--- src/rtl/fir_accumulator.sv ---
// Accumulates NTAPS signed 48-bit products per output sample, then rounds
// half-up, drops FRAC fraction bits and saturates to a signed 16-bit result.
module fir_accumulator #(
    parameter int FRAC  = 15,
    parameter int NTAPS = 32,
    parameter int ACC_W = 56
) (
    input  logic               clk,
    input  logic               rst_n,
    input  logic               start,
    input  logic signed [47:0] prod_in,
    input  logic               prod_valid,
    input  logic               y_ready,
    output logic signed [15:0] y_out,
    output logic               y_valid,
    output logic               sat_flag,
    output logic               busy
);

    localparam int CNT_W = $clog2(NTAPS + 1);
    localparam logic [CNT_W-1:0]        LAST = CNT_W'(NTAPS);
    localparam logic signed [ACC_W-1:0] HALF = ACC_W'(1) << (FRAC - 1);
    localparam logic signed [ACC_W-1:0] MAXV = ACC_W'(32767);
    localparam logic signed [ACC_W-1:0] MINV = -ACC_W'(32768);

    typedef enum logic [1:0] {IDLE, ACCUM, ROUND, DONE} state_t;

    state_t                  state, state_nxt;
    logic signed [ACC_W-1:0] acc;
    logic [CNT_W-1:0]        cnt;
    logic                    full;
    logic                    clr;
    logic                    add;
    logic signed [ACC_W-1:0] sum;
    logic signed [ACC_W-1:0] rnd;

    assign full = (cnt == LAST);

    // A start is honoured everywhere except a DONE that is still stalled.
    assign clr = start && ((state != DONE) || y_ready);
    // Once the counter is full, ACCUM spends one cycle draining before ROUND.
    assign add = (state == ACCUM) && !start && !full && prod_valid;

    always_ff @(posedge clk or negedge rst_n) begin
        if (!rst_n) state <= IDLE;
        else        state <= state_nxt;
    end

    always_comb begin
        state_nxt = state;
        case (state)
            IDLE:  if (start) state_nxt = ACCUM;
            ACCUM: if (start) state_nxt = ACCUM;
                   else if (full) state_nxt = ROUND;
            ROUND: state_nxt = start ? ACCUM : DONE;
            DONE:  if (y_ready) state_nxt = start ? ACCUM : IDLE;
            default: state_nxt = IDLE;
        endcase
    end

    always_comb begin
        busy    = (state == ACCUM) || (state == ROUND);
        y_valid = (state == DONE);
    end

    always_ff @(posedge clk or negedge rst_n) begin
        if (!rst_n) begin
            acc <= '0;
            cnt <= '0;
        end else if (clr) begin
            acc <= '0;
            cnt <= '0;
        end else if (add) begin
            acc <= acc + {{(ACC_W-48){prod_in[47]}}, prod_in};
            cnt <= cnt + CNT_W'(1);
        end
    end

    assign sum = acc + HALF;
    assign rnd = sum >>> FRAC;

    // Result registers only load from an un-aborted ROUND, so they hold through DONE.
    always_ff @(posedge clk or negedge rst_n) begin
        if (!rst_n) begin
            y_out    <= '0;
            sat_flag <= 1'b0;
        end else if ((state == ROUND) && !start) begin
            if (rnd > MAXV) begin
                y_out    <= 16'sh7fff;
                sat_flag <= 1'b1;
            end else if (rnd < MINV) begin
                y_out    <= -16'sh8000;
                sat_flag <= 1'b1;
            end else begin
                y_out    <= rnd[15:0];
                sat_flag <= 1'b0;
            end
        end
    end

endmodule

--- config.mk ---
export PLATFORM = sky130hd
export DESIGN_NAME = fir_accumulator
export DESIGN_NICKNAME = d
export VERILOG_FILES = /design/src/rtl/fir_accumulator.sv
export SDC_FILE = /design/constraint.sdc
export NUM_CORES = 1
export LEC_CHECK = 0
export ABC_AREA = 1
export CORE_ASPECT_RATIO = 0.75
export CORE_MARGIN = 4
export CORE_UTILIZATION = 55
export CTS_BUF_LIST = sky130_fd_sc_hd__clkbuf_8
export CTS_CLUSTER_SIZE = 28
export DETAILED_ROUTE_END_ITERATION = 10
export MAX_ROUTING_LAYER = met4
export PLACE_DENSITY = 0.77
export SYNTH_ARGS = -nofsm -noshare
export SYNTH_HDL_FRONTEND = slang
export SYNTH_SLANG_ARGS = --single-unit
--- constraint.sdc ---
create_clock -name clk -period 2.55 [get_ports clk]
set_clock_uncertainty 0.05 [all_clocks]
set_input_delay 0.51 -clock clk [delete_from_list [all_inputs] [get_ports clk]]
set_output_delay 0.51 -clock clk [all_outputs]
set_load 0.05 [all_outputs]
==> results of run 1 <==
==> layout make-up <==
type | count | area, um^2
Timing Repair Buffer | 329 | 2710
Inverter | 174 | 653
Fill cell | 968 | 2500
Clock inverter | 7 | 106
Clock buffer | 9 | 124
Sequential cell | 81 | 2040
Multi-Input combinational cell | 1133 | 6390
Tap cell | 200 | 250
==> synthesized netlist by cell type (all sizes together) <==
master / n / share of area (%)
dfrtp: 81 / 24
clkinv: 3 / 0.13
a21boi: 4 / 0.35
a21oi: 100 / 5.9
and3: 2 / 0.15
nand3: 57 / 3.4
nand2: 451 / 20
inv: 171 / 7.6
a32o: 2 / 0.24
a21o: 9 / 0.80
a211oi: 2 / 0.18
xor2: 22 / 2.3
nor4: 5 / 0.37
o21a: 7 / 0.62
nor2: 212 / 9.9
buf: 4 / 0.46
and2: 4 / 0.30
o21ai: 106 / 6.3
nor3: 9 / 0.53
nand3b: 13 / 1.2
clkbuf: 11 / 0.49
or2: 2 / 0.15
a31oi: 10 / 0.74
o21bai: 4 / 0.35
fa: 1 / 0.24
o22ai: 13 / 0.96
a22o: 1 / 0.10
o31ai: 4 / 0.35
nand4: 22 / 1.6
o211ai: 2 / 0.18
ha: 63 / 9.3
xnor2: 4 / 0.50
==> worst paths after layout <==
check	startpoint	to	slack (ps)	depth (start not counted)
max	acc[15]	y_out[13]	-190	17
min	y_out[7]	y_out[7]	440	2
max reg2reg	acc[15]	y_out[13]	-190	17
min reg2reg	y_out[7]	y_out[7]	440	2
max in group asynchronous	rst_n	acc[16]	1280	3
min in group asynchronous	rst_n	acc[12]	470	2
==> sequential cells by signal, summed over array words and instances (netlist names) <==
register  cells
sat_flag      1
state         2
acc          56
cnt           6
y_out        16
==> repair_timing <==
| action | CTS | global route |
|---|---|---|
| resized for setup | 32 | 173 |
| hold buffers | 1 | 0 |
| hold endpoints to repair | 13 | 0 |
| endpoints found under the setup margin | 38 | 56 |
| gates cloned | 0 | 2 |
| pin swaps | 8 | 36 |
| setup buffers | 5 | 10 |
==> power groups by stage <==
stage / clock network, mW / registers (mW) / logic (mW)
floorplan: 0 / 2.54 / 3.24
global placement: 0 / 2.29 / 6.43
detailed placement: 0 / 2.30 / 6.57
CTS: 1.18 / 2.29 / 6.71
global route: 1.23 / 2.43 / 8.19
finish: 1.20 / 2.40 / 7.71
==> cells by family after synthesis <==
kind of cell    count (synthesis)  synth area share, %
compound gates                264                 17.1
xor+xnor                       26                 2.78
fa+ha+maj                      64                 9.55
buf+inv                       189                 8.67
flops                          81                 24.0
simple gates                  777                 38.0
==> worst reg2reg max path, stage by stage (launching register included) <==
cell and delay [ps]:
sky130_fd_sc_hd__dfrtp_2 470, sky130_fd_sc_hd__buf_6 130, sky130_fd_sc_hd__nand2_2 60, sky130_fd_sc_hd__nor2_4 240, sky130_fd_sc_hd__nand2_2 120, sky130_fd_sc_hd__nor2_4 170, sky130_fd_sc_hd__buf_12 130, sky130_fd_sc_hd__nand2_1 50
sky130_fd_sc_hd__nand2_1 50, sky130_fd_sc_hd__nand2_1 70, sky130_fd_sc_hd__a21oi_1 280, sky130_fd_sc_hd__nand4_1 150, sky130_fd_sc_hd__nor2_2 150, sky130_fd_sc_hd__nand2_4 100, sky130_fd_sc_hd__nand2_4 140, sky130_fd_sc_hd__nand2_1 100
sky130_fd_sc_hd__nand2_1 80, sky130_fd_sc_hd__nand2_1 60
==> metal layers <==
| layer | GRT usage (%) | up-vias |
|---|---|---|
| met1 | 55.8 | 5366 |
| met2 | 59.2 | 1005 |
| li1 | - | 5218 |
| met3 | 10.6 | 234 |
| met5 | - | - |
| met4 | 14.6 | 0 |
==> results.toml, run 1 <==
[placement]
post-place-cells = 1899
pre_cts_ws_ps = -670
globalplace.congestion = 1.08
placed_cell_area_um2 = 11200
place.port_buffers = 71
detailedPlacementHpwl_um = 27200

[cts]
cts_tree = "done"
cts_sinks = 81
htree_levels = 3
tritoncts.num_buffers = 9
clock_path_buffers = 2
cts.root.buffer_cell = "sky130_fd_sc_hd__clkbuf_8"
clk_transition_reported_paths_ps = 130
clock_latency_ps = 410

[route]
finalWirelength_um = 38200
antenna_violating_nets_post_route = 0
detail_route.drc_violations = 0
vias_per_cell = 6.12
route.met2.wl_um = 15600
wl_met3_um = 5610
vias = 11800
wl_per_cell_um = 19.8
top_signal_layer_used = "met4"
detailedRoute.firstIterationViolations = 1628
dr.pass1.iters = 8
route.layer.met1.wl_um = 14800

[setup_path]
crit_path_frequent_cell = "sky130_fd_sc_hd__nand2_1"
crit_path_buf_inv_count = 2
worst_path_largest_cell_delay_ps = 470
critical-path-top-delay-family = "simple AND/OR/NAND/NOR gates"
worst-setup-path-type = "reg2reg"
worst_path_max_delay_cell = "sky130_fd_sc_hd__dfrtp_2"
timing.critical_path.cells = "buf_6 -> nand2_2 -> nor2_4 -> nand2_2 -> nor2_4 -> buf_12 -> nand2_1 -> nand2_1 -> nand2_1 -> a21oi_1 -> nand4_1 -> nor2_2 -> nand2_4 -> nand2_4 -> nand2_1 -> nand2_1 -> nand2_1"
worst-endpoint-required_ps = 2790
worst_setup_path_start_kind = "register"
critPathArrivalTime_ps = 2980
cp_max_fo = 8
setup.worst_path.end_class = "register"

[timing]
finalWorstSetupSlack_ps = -187
timing.final.hold_violations = 0
timing.max_slew.rel_slack_pct = 51.3
timing_max_transition_violations_final = 0
whs_ps = 442
setup_repair_after_global_routing_missed_its_margin = "true"
finalSetupViolCount = 32
fin_setup_tns_ps = -2600
post-route-period-util_pct = 107
achievable-frequency_ghz = 0.365
fin_crit_period_ps = 2740
max_slew.worst_pin.slew_ps = 723

[pwr]
irDropWorstVdd_uv = 619
portion_of_total_power_attributed_to_combinational_logic_pct = 68.2
switching_share_pct = 52.1
share_clk_of_total_power_pct = 10.6
overall_power_mw = 11.3
cellInternalPower_mw = 5.42
net_switching_mw = 5.89
power_share_of_the_sequential_group_pct = 21.2
cellPowerDensity_nw_per_um2 = 921
leakage_nw = 5.90

[grt]
grt_pass1_wl_um = 54100
grt_pass1_vias = 10600
all_layer_gr_usage_pct = 41.1
pin_count_of_the_biggest_net_entering_global_routing = 41
initial_antenna_violation_count = 0
grt-ovfl-total = 0

[logic_synthesis]
postSynthAreaPerCell_um2 = 6.04
ys_ff_latch = 81
yosys.cell_types.count = 42
postSynthCellCount = 1401
ys_seq_area_share_pct = 24.0
syn_nets = 1518
yosys_warnings = 0
netlist_area_um2 = 8460

[cells_and_area]
layout.cell_area.non_filler_um2 = 12300
n_antenna_cell = 0
layout_commonest_cell = "sky130_fd_sc_hd__nand2_1"
mostFrequentLayoutCells = "sky130_fd_sc_hd__nand2_1 (416), sky130_fd_sc_hd__buf_4 (249), sky130_fd_sc_hd__nor2_1 (168)"
layout_cell_share_with_drive_strength_beyond_1_pct = 25.7
final_core_utilization_pct = 83.1
area.growth.synth_to_final_pct = 45.2
finish.cell_count_without_fillers = 1933
final_net_count = 1845

[outcome]
violations = "negative setup slack"
run_status = "finished with violations"

[floorplanning]
floorplan_core_area_um2 = 14800
initial_core_util_pct = 57.2
fp.dieW_um = 151
die_y_um = 115
pin_count = 72
die_area_um2 = 17400
placement_rows = 38

[flow_run]
max_cap_viol_count = 0

[hold_path]
timing.hold.worst.class = "reg2reg"
(Power assumes the default switching activity.)
==> run 2: changes to the inputs <==
--- a/config.mk
+++ b/config.mk
@@ -13,7 +13,7 @@
 export CTS_CLUSTER_SIZE = 28
 export DETAILED_ROUTE_END_ITERATION = 10
 export MAX_ROUTING_LAYER = met4
-export PLACE_DENSITY = 0.77
+export PLACE_DENSITY = 0.74
 export SYNTH_ARGS = -nofsm -noshare
 export SYNTH_HDL_FRONTEND = slang
 export SYNTH_SLANG_ARGS = --single-unit
==> constraint.sdc (replaced) <==
create_clock -name clk -period 3.26 [get_ports clk]
set_clock_uncertainty 0.05 [all_clocks]
set_input_delay 0.652 -clock clk [delete_from_list [all_inputs] [get_ports clk]]
set_output_delay 0.652 -clock clk [all_outputs]
set_load 0.05 [all_outputs]
==> run 2 against run 1 <==
The flow now finishes without violations. Flip-flop and latch count is the same. Count of clock-buffer cells in the layout is the same. Die area is the same. Worst setup slack better by 510 ps. Critical endpoint is now acc[55]. Largest power group unchanged. Highest routed layer unchanged.
==> results.toml, run 2 (synthesis results as in run 1) <==
[grt]
initial_antenna_violation_count = 0
grt_pass1_wl_um = 48200
pin_count_of_the_biggest_net_entering_global_routing = 55
grt-ovfl-total = 0
all_layer_gr_usage_pct = 37.0
grt_pass1_vias = 9267

[cells_and_area]
largestRegisters = "acc (56), y_out (16), cnt (6)"
final_net_count = 1642
layout_cell_share_with_drive_strength_beyond_1_pct = 6.21
final_core_utilization_pct = 67.8
regMostFlops = "acc"
layout_commonest_cell = "sky130_fd_sc_hd__nand2_1"
fill_cells = 1357
area.growth.synth_to_final_pct = 18.5
largest_register_ff_count = 56
n_antenna_cell = 0
mostFrequentLayoutCells = "sky130_fd_sc_hd__nand2_1 (444), sky130_fd_sc_hd__nor2_1 (202), sky130_fd_sc_hd__inv_1 (171)"
layout.cell_area.non_filler_um2 = 10000

[route]
dr.pass1.iters = 5
wl_per_cell_um = 17.8
antenna_violating_nets_post_route = 0
finalWirelength_um = 30800
detail_route.drc_violations = 0
detailedRoute.firstIterationViolations = 1027
vias_per_cell = 5.77
vias = 9982

[cts]
clock_path_buffers = 2
clock_latency_ps = 410
cts_hold_repair.buffers = 0
htree_levels = 3
cts.repair_timing.setup_buffer_count = 0
cts_sinks = 81
clk_transition_reported_paths_ps = 110
cts_tree = "done"
cts_repair_resize_count = 0
cts.root.buffer_cell = "sky130_fd_sc_hd__clkbuf_8"
tritoncts.num_buffers = 9

[timing]
setup_repair_after_global_routing_missed_its_margin = "false"
fin_crit_period_ps = 2940
post-route-period-util_pct = 90.1
achievable-frequency_ghz = 0.340
timing.max_slew.rel_slack_pct = 45.8
max_slew.worst_pin.slew_ps = 813
timing.final.hold_violations = 0
finalSetupViolCount = 0
timing_max_transition_violations_final = 0

[setup_path]
setup.worst_path.end_class = "register"
depth_of_the_worst_register_to_register_path = 14
critPathArrivalTime_ps = 3200
worst-endpoint-required_ps = 3530
regToRegSetupSlack_ps = 350
worst-setup-path-type = "in2reg"
worst_setup_path_start_kind = "input port"
cp_max_fo = 5
reg_to_reg_critical_path_startpoint = "acc[15]"
worstReg2RegEnd = "y_out[6]"

[pwr]
irDropWorstVdd_uv = 428
cellPowerDensity_nw_per_um2 = 714
leakage_nw = 4.79
overall_power_mw = 7.15

[floorplanning]
fp.dieW_um = 151
placement_rows = 38
die_area_um2 = 17400
die_y_um = 115
pin_count = 72
floorplan_core_area_um2 = 14800
initial_core_util_pct = 57.2

[placement]
placed_cell_area_um2 = 9790
globalplace.congestion = 1.08
place.port_buffers = 71
detailedPlacementHpwl_um = 24600

[flow_run]
max_cap_viol_count = 0

[outcome]
run_status = "complete, no violations"

[hold_path]
timing.hold.worst.class = "in2async"
-- run 2: where the power goes --
group	internal [mW]	switching, mW	total [mW]	leakage (nW)
clock network	0.447	0.486	0.932	0.117
registers	1.33	0.449	1.78	1.07
logic	1.55	2.89	4.44	3.60
-- run 2: cell type report --
type / instances / area (um^2) / share of cell area [%]
clock inverters: 7 / 106 / 1.06
inverters: 174 / 653 / 6.52
clock buffers: 9 / 124 / 1.24
multi-input cells: 1131 / 5700 / 56.9
repair buffers: 128 / 1160 / 11.6
well taps: 200 / 250 / 2.50
flip-flops and latches: 81 / 2030 / 20.2
-- run 2: critical path, stage by stage --
cell and delay (ps):
sky130_fd_sc_hd__clkdlybuf4s50_1 400, sky130_fd_sc_hd__ha_1 350, sky130_fd_sc_hd__nand2_1 60, sky130_fd_sc_hd__o21ai_0 180, sky130_fd_sc_hd__buf_4 180, sky130_fd_sc_hd__inv_1 40, sky130_fd_sc_hd__nor2_1 130, sky130_fd_sc_hd__nor2_1 80
sky130_fd_sc_hd__o21ai_0 150, sky130_fd_sc_hd__buf_4 130, sky130_fd_sc_hd__nand2_1 40, sky130_fd_sc_hd__nand2_1 190, sky130_fd_sc_hd__nand3b_1 260, sky130_fd_sc_hd__nand3_1 140, sky130_fd_sc_hd__nand2_1 50, sky130_fd_sc_hd__o21ai_0 160
-- run 2: how the worst max path moves through the flow --
stage               start       to  depth (start not counted)
2_1_floorplan  prod_in[0]  acc[48]                         15
3_3_place_gp   prod_in[0]  acc[24]                         17
3_5_place_dp   prod_in[0]  acc[24]                         17
4_1_cts        prod_in[0]  acc[24]                         17
5_1_grt        prod_in[2]  acc[55]                         16
6_report       prod_in[2]  acc[55]                         16
-- run 2: layer usage --
| metal | up-vias | routed length (um) | share of wire, % | global-route usage [%] |
|---|---|---|---|---|
| li1 | 4803 | - | - | - |
| met2 | 609 | 12000 | 39 | 50.1 |
| met5 | - | 0 | 0 | - |
| met3 | 94 | 4130 | 13 | 12.3 |
| met4 | 0 | 1130 | 3.7 | 12.7 |
| met1 | 4476 | 13500 | 44 | 51.3 |
-- run 2: stage by stage --
step | TNS [ps] | instances | hold WS [ps] | setup slack (ps)
2_1_floorplan | 0 | 1401 | 306 | 430
3_3_place_gp | -29.0 | 1714 | 412 | -21.1
3_5_place_dp | -99.8 | 1714 | 414 | -51.2
4_1_cts | 0 | 1730 | 283 | 386
5_1_grt | 0 | 1730 | 295 | 65.6
6_report | 0 | 1730 | 256 | 323
==> run 3: changes to the inputs <==
--- a/config.mk
+++ b/config.mk
@@ -8,12 +8,12 @@
 export ABC_AREA = 1
 export CORE_ASPECT_RATIO = 0.75
 export CORE_MARGIN = 4
-export CORE_UTILIZATION = 55
+export CORE_UTILIZATION = 50
 export CTS_BUF_LIST = sky130_fd_sc_hd__clkbuf_8
 export CTS_CLUSTER_SIZE = 28
 export DETAILED_ROUTE_END_ITERATION = 10
 export MAX_ROUTING_LAYER = met4
-export PLACE_DENSITY = 0.74
+export PLACE_DENSITY = 0.68
 export SYNTH_ARGS = -nofsm -noshare
 export SYNTH_HDL_FRONTEND = slang
 export SYNTH_SLANG_ARGS = --single-unit
==> run 3 against run 2 <==
Core utilization down 6.2 points. Combinational power about the same. Sequential power about the same. Sequential share of layout area down 0.055 points. Via count down 2.5%. Clock power down 2%. Critical path depth up 2. Critical path type unchanged.
==> results.toml, run 3 (synthesis results as in run 1) <==
[setup_path]
timing.critical_path.cells = "clkdlybuf4s50_1 -> ha_1 -> inv_1 -> fa_1 -> o21ai_0 -> buf_4 -> a21oi_1 -> o21ai_1 -> buf_4 -> nand2_1 -> nand2_1 -> nand2_1 -> nand2_1 -> nand2_1 -> nand2_1 -> nand2_1 -> nand3_1 -> o21ai_0"
critical-path-top-delay-family = "buffers and inverters"
crit_path_buf_inv_count = 4
worst_setup_path_start_kind = "input port"
setup.worst_path.end_class = "register"
reg_to_reg_critical_path_startpoint = "acc[15]"
cp_max_fo = 3
crit_path_frequent_cell = "sky130_fd_sc_hd__nand2_1"
worst-setup-path-type = "in2reg"
worst-endpoint-required_ps = 3470
depth_of_the_worst_register_to_register_path = 16
worst_path_largest_cell_delay_ps = 460
regToRegSetupSlack_ps = 320
worst_path_max_delay_cell = "sky130_fd_sc_hd__clkdlybuf4s50_1"
worstReg2RegEnd = "y_out[10]"
critPathArrivalTime_ps = 3250

[hold_path]
timing.hold.worst.class = "in2async"

[route]
dr.pass1.iters = 6
vias = 9736
detailedRoute.firstIterationViolations = 1197
detail_route.drc_violations = 0
antenna_violating_nets_post_route = 0
finalWirelength_um = 30400
vias_per_cell = 5.59
wl_per_cell_um = 17.5

[cts]
cts.repair_timing.setup_buffer_count = 0
cts_sinks = 81
clock_latency_ps = 400
cts_tree = "done"
cts.root.buffer_cell = "sky130_fd_sc_hd__clkbuf_8"
clk_transition_reported_paths_ps = 110
cts_repair_resize_count = 0
cts_hold_repair.buffers = 0
htree_levels = 3
tritoncts.num_buffers = 9
clock_path_buffers = 2

[timing]
timing.max_slew.rel_slack_pct = 43.6
setup_repair_after_global_routing_missed_its_margin = "false"
finalWorstSetupSlack_ps = 220
timing_max_transition_violations_final = 0
timing.final.hold_violations = 0
finalSetupViolCount = 0
post-route-period-util_pct = 93.2
max_slew.worst_pin.slew_ps = 838
achievable-frequency_ghz = 0.329
fin_crit_period_ps = 3040

[pwr]
irDropWorstVdd_uv = 483
leakage_nw = 4.80
cellPowerDensity_nw_per_um2 = 709
overall_power_mw = 7.12

[cells_and_area]
n_antenna_cell = 0
final_net_count = 1644
layout_cell_share_with_drive_strength_beyond_1_pct = 6.33
area.growth.synth_to_final_pct = 18.8
largest_register_ff_count = 56
mostFrequentLayoutCells = "sky130_fd_sc_hd__nand2_1 (444), sky130_fd_sc_hd__nor2_1 (202), sky130_fd_sc_hd__inv_1 (171)"
layout_commonest_cell = "sky130_fd_sc_hd__nand2_1"
largestRegisters = "acc (56), y_out (16), cnt (6)"
regMostFlops = "acc"

[flow_run]
max_cap_viol_count = 0

[placement]
globalplace.congestion = 1.04
pre_cts_ws_ps = -165
detailedPlacementHpwl_um = 24700
place.port_buffers = 71

[grt]
grt-ovfl-total = 0
pin_count_of_the_biggest_net_entering_global_routing = 53
grt_pass1_wl_um = 48100
grt_pass1_vias = 8786
all_layer_gr_usage_pct = 33.2
initial_antenna_violation_count = 0

[outcome]
run_status = "complete, no violations"

[floorplanning]
fp.dieW_um = 158
pin_count = 72
placement_rows = 40
initial_core_util_pct = 51.8
floorplan_core_area_um2 = 16300
die_area_um2 = 19100
die_y_um = 121
run 3: changes by cell type in the layout (fill, tap and decap cells not counted), sizes merged:
| cell | before | now |
|---|---|---|
| buf | 58 | 60 |
run 3: cell type report:
type                            instances  area, um^2
Clock buffer                            9         124
Sequential cell                        81        2030
Timing Repair Buffer                  130        1180
Clock inverter                          7         106
Fill cell                            1645        6270
Inverter                              174         653
Multi-Input combinational cell       1131        5700
Tap cell                              210         263
run 3: worst register-to-register path, cell delays in order, from the launching register on:
cell and delay [ps]:
sky130_fd_sc_hd__dfrtp_1 470, sky130_fd_sc_hd__ha_1 330, sky130_fd_sc_hd__nand3_1 210, sky130_fd_sc_hd__nor2_2 200, sky130_fd_sc_hd__nand3_1 270, sky130_fd_sc_hd__nor2_1 310
sky130_fd_sc_hd__nand2_1 90, sky130_fd_sc_hd__nand2_1 60, sky130_fd_sc_hd__nand2_1 70, sky130_fd_sc_hd__nor2_1 90, sky130_fd_sc_hd__nand3b_1 70, sky130_fd_sc_hd__nor2_1 160
sky130_fd_sc_hd__nand2_2 90, sky130_fd_sc_hd__nand2_4 160, sky130_fd_sc_hd__nand2_1 80, sky130_fd_sc_hd__nand2_1 70, sky130_fd_sc_hd__nand2_1 50
run 3: metal layers:
layer | wire length [um] | up-vias | part of all wire (%) | track usage, %
li1 | - | 4818 | - | -
met1 | 14800 | 4386 | 49 | 51.8
met2 | 11700 | 494 | 39 | 44.7
met3 | 3320 | 38 | 11 | 5.47
met4 | 586 | 0 | 1.9 | 6.29
met5 | 0 | - | 0 | -
run 3: worst max path at each step:
stage	endpoint	startpoint	slack, ps	cells past startpoint
final	acc[48]	prod_in[0]	220	18
after global routing	acc[36]	prod_in[0]	60	17
after CTS	acc[36]	prod_in[0]	250	17
after detailed placement	acc[36]	prod_in[0]	-160	17
after global placement	acc[48]	prod_in[0]	-110	18
after floorplan	acc[48]	prod_in[0]	430	15
run 3: per-stage QoR:
stage / setup TNS [ps] / cells / util (%) / area (um^2) / hold WS (ps)
after floorplan: 0 / 1401 / - / 8460 / 306
after global placement: -453 / 1726 / 60.2 / 9820 / 412
after detailed placement: -1100 / 1726 / 60.2 / 9820 / 415
after CTS: 0 / 1742 / 61.6 / 10000 / 273
after global routing: 0 / 1742 / 61.6 / 10000 / 305
final: 0 / 1742 / 61.6 / 10000 / 260
run 3: report_power, final:
group	total (mW)	leakage [nW]	switching [mW]	internal, mW
clock	0.915	0.117	0.469	0.447
combinational	4.41	3.61	2.86	1.55
sequential	1.79	1.07	0.458	1.33
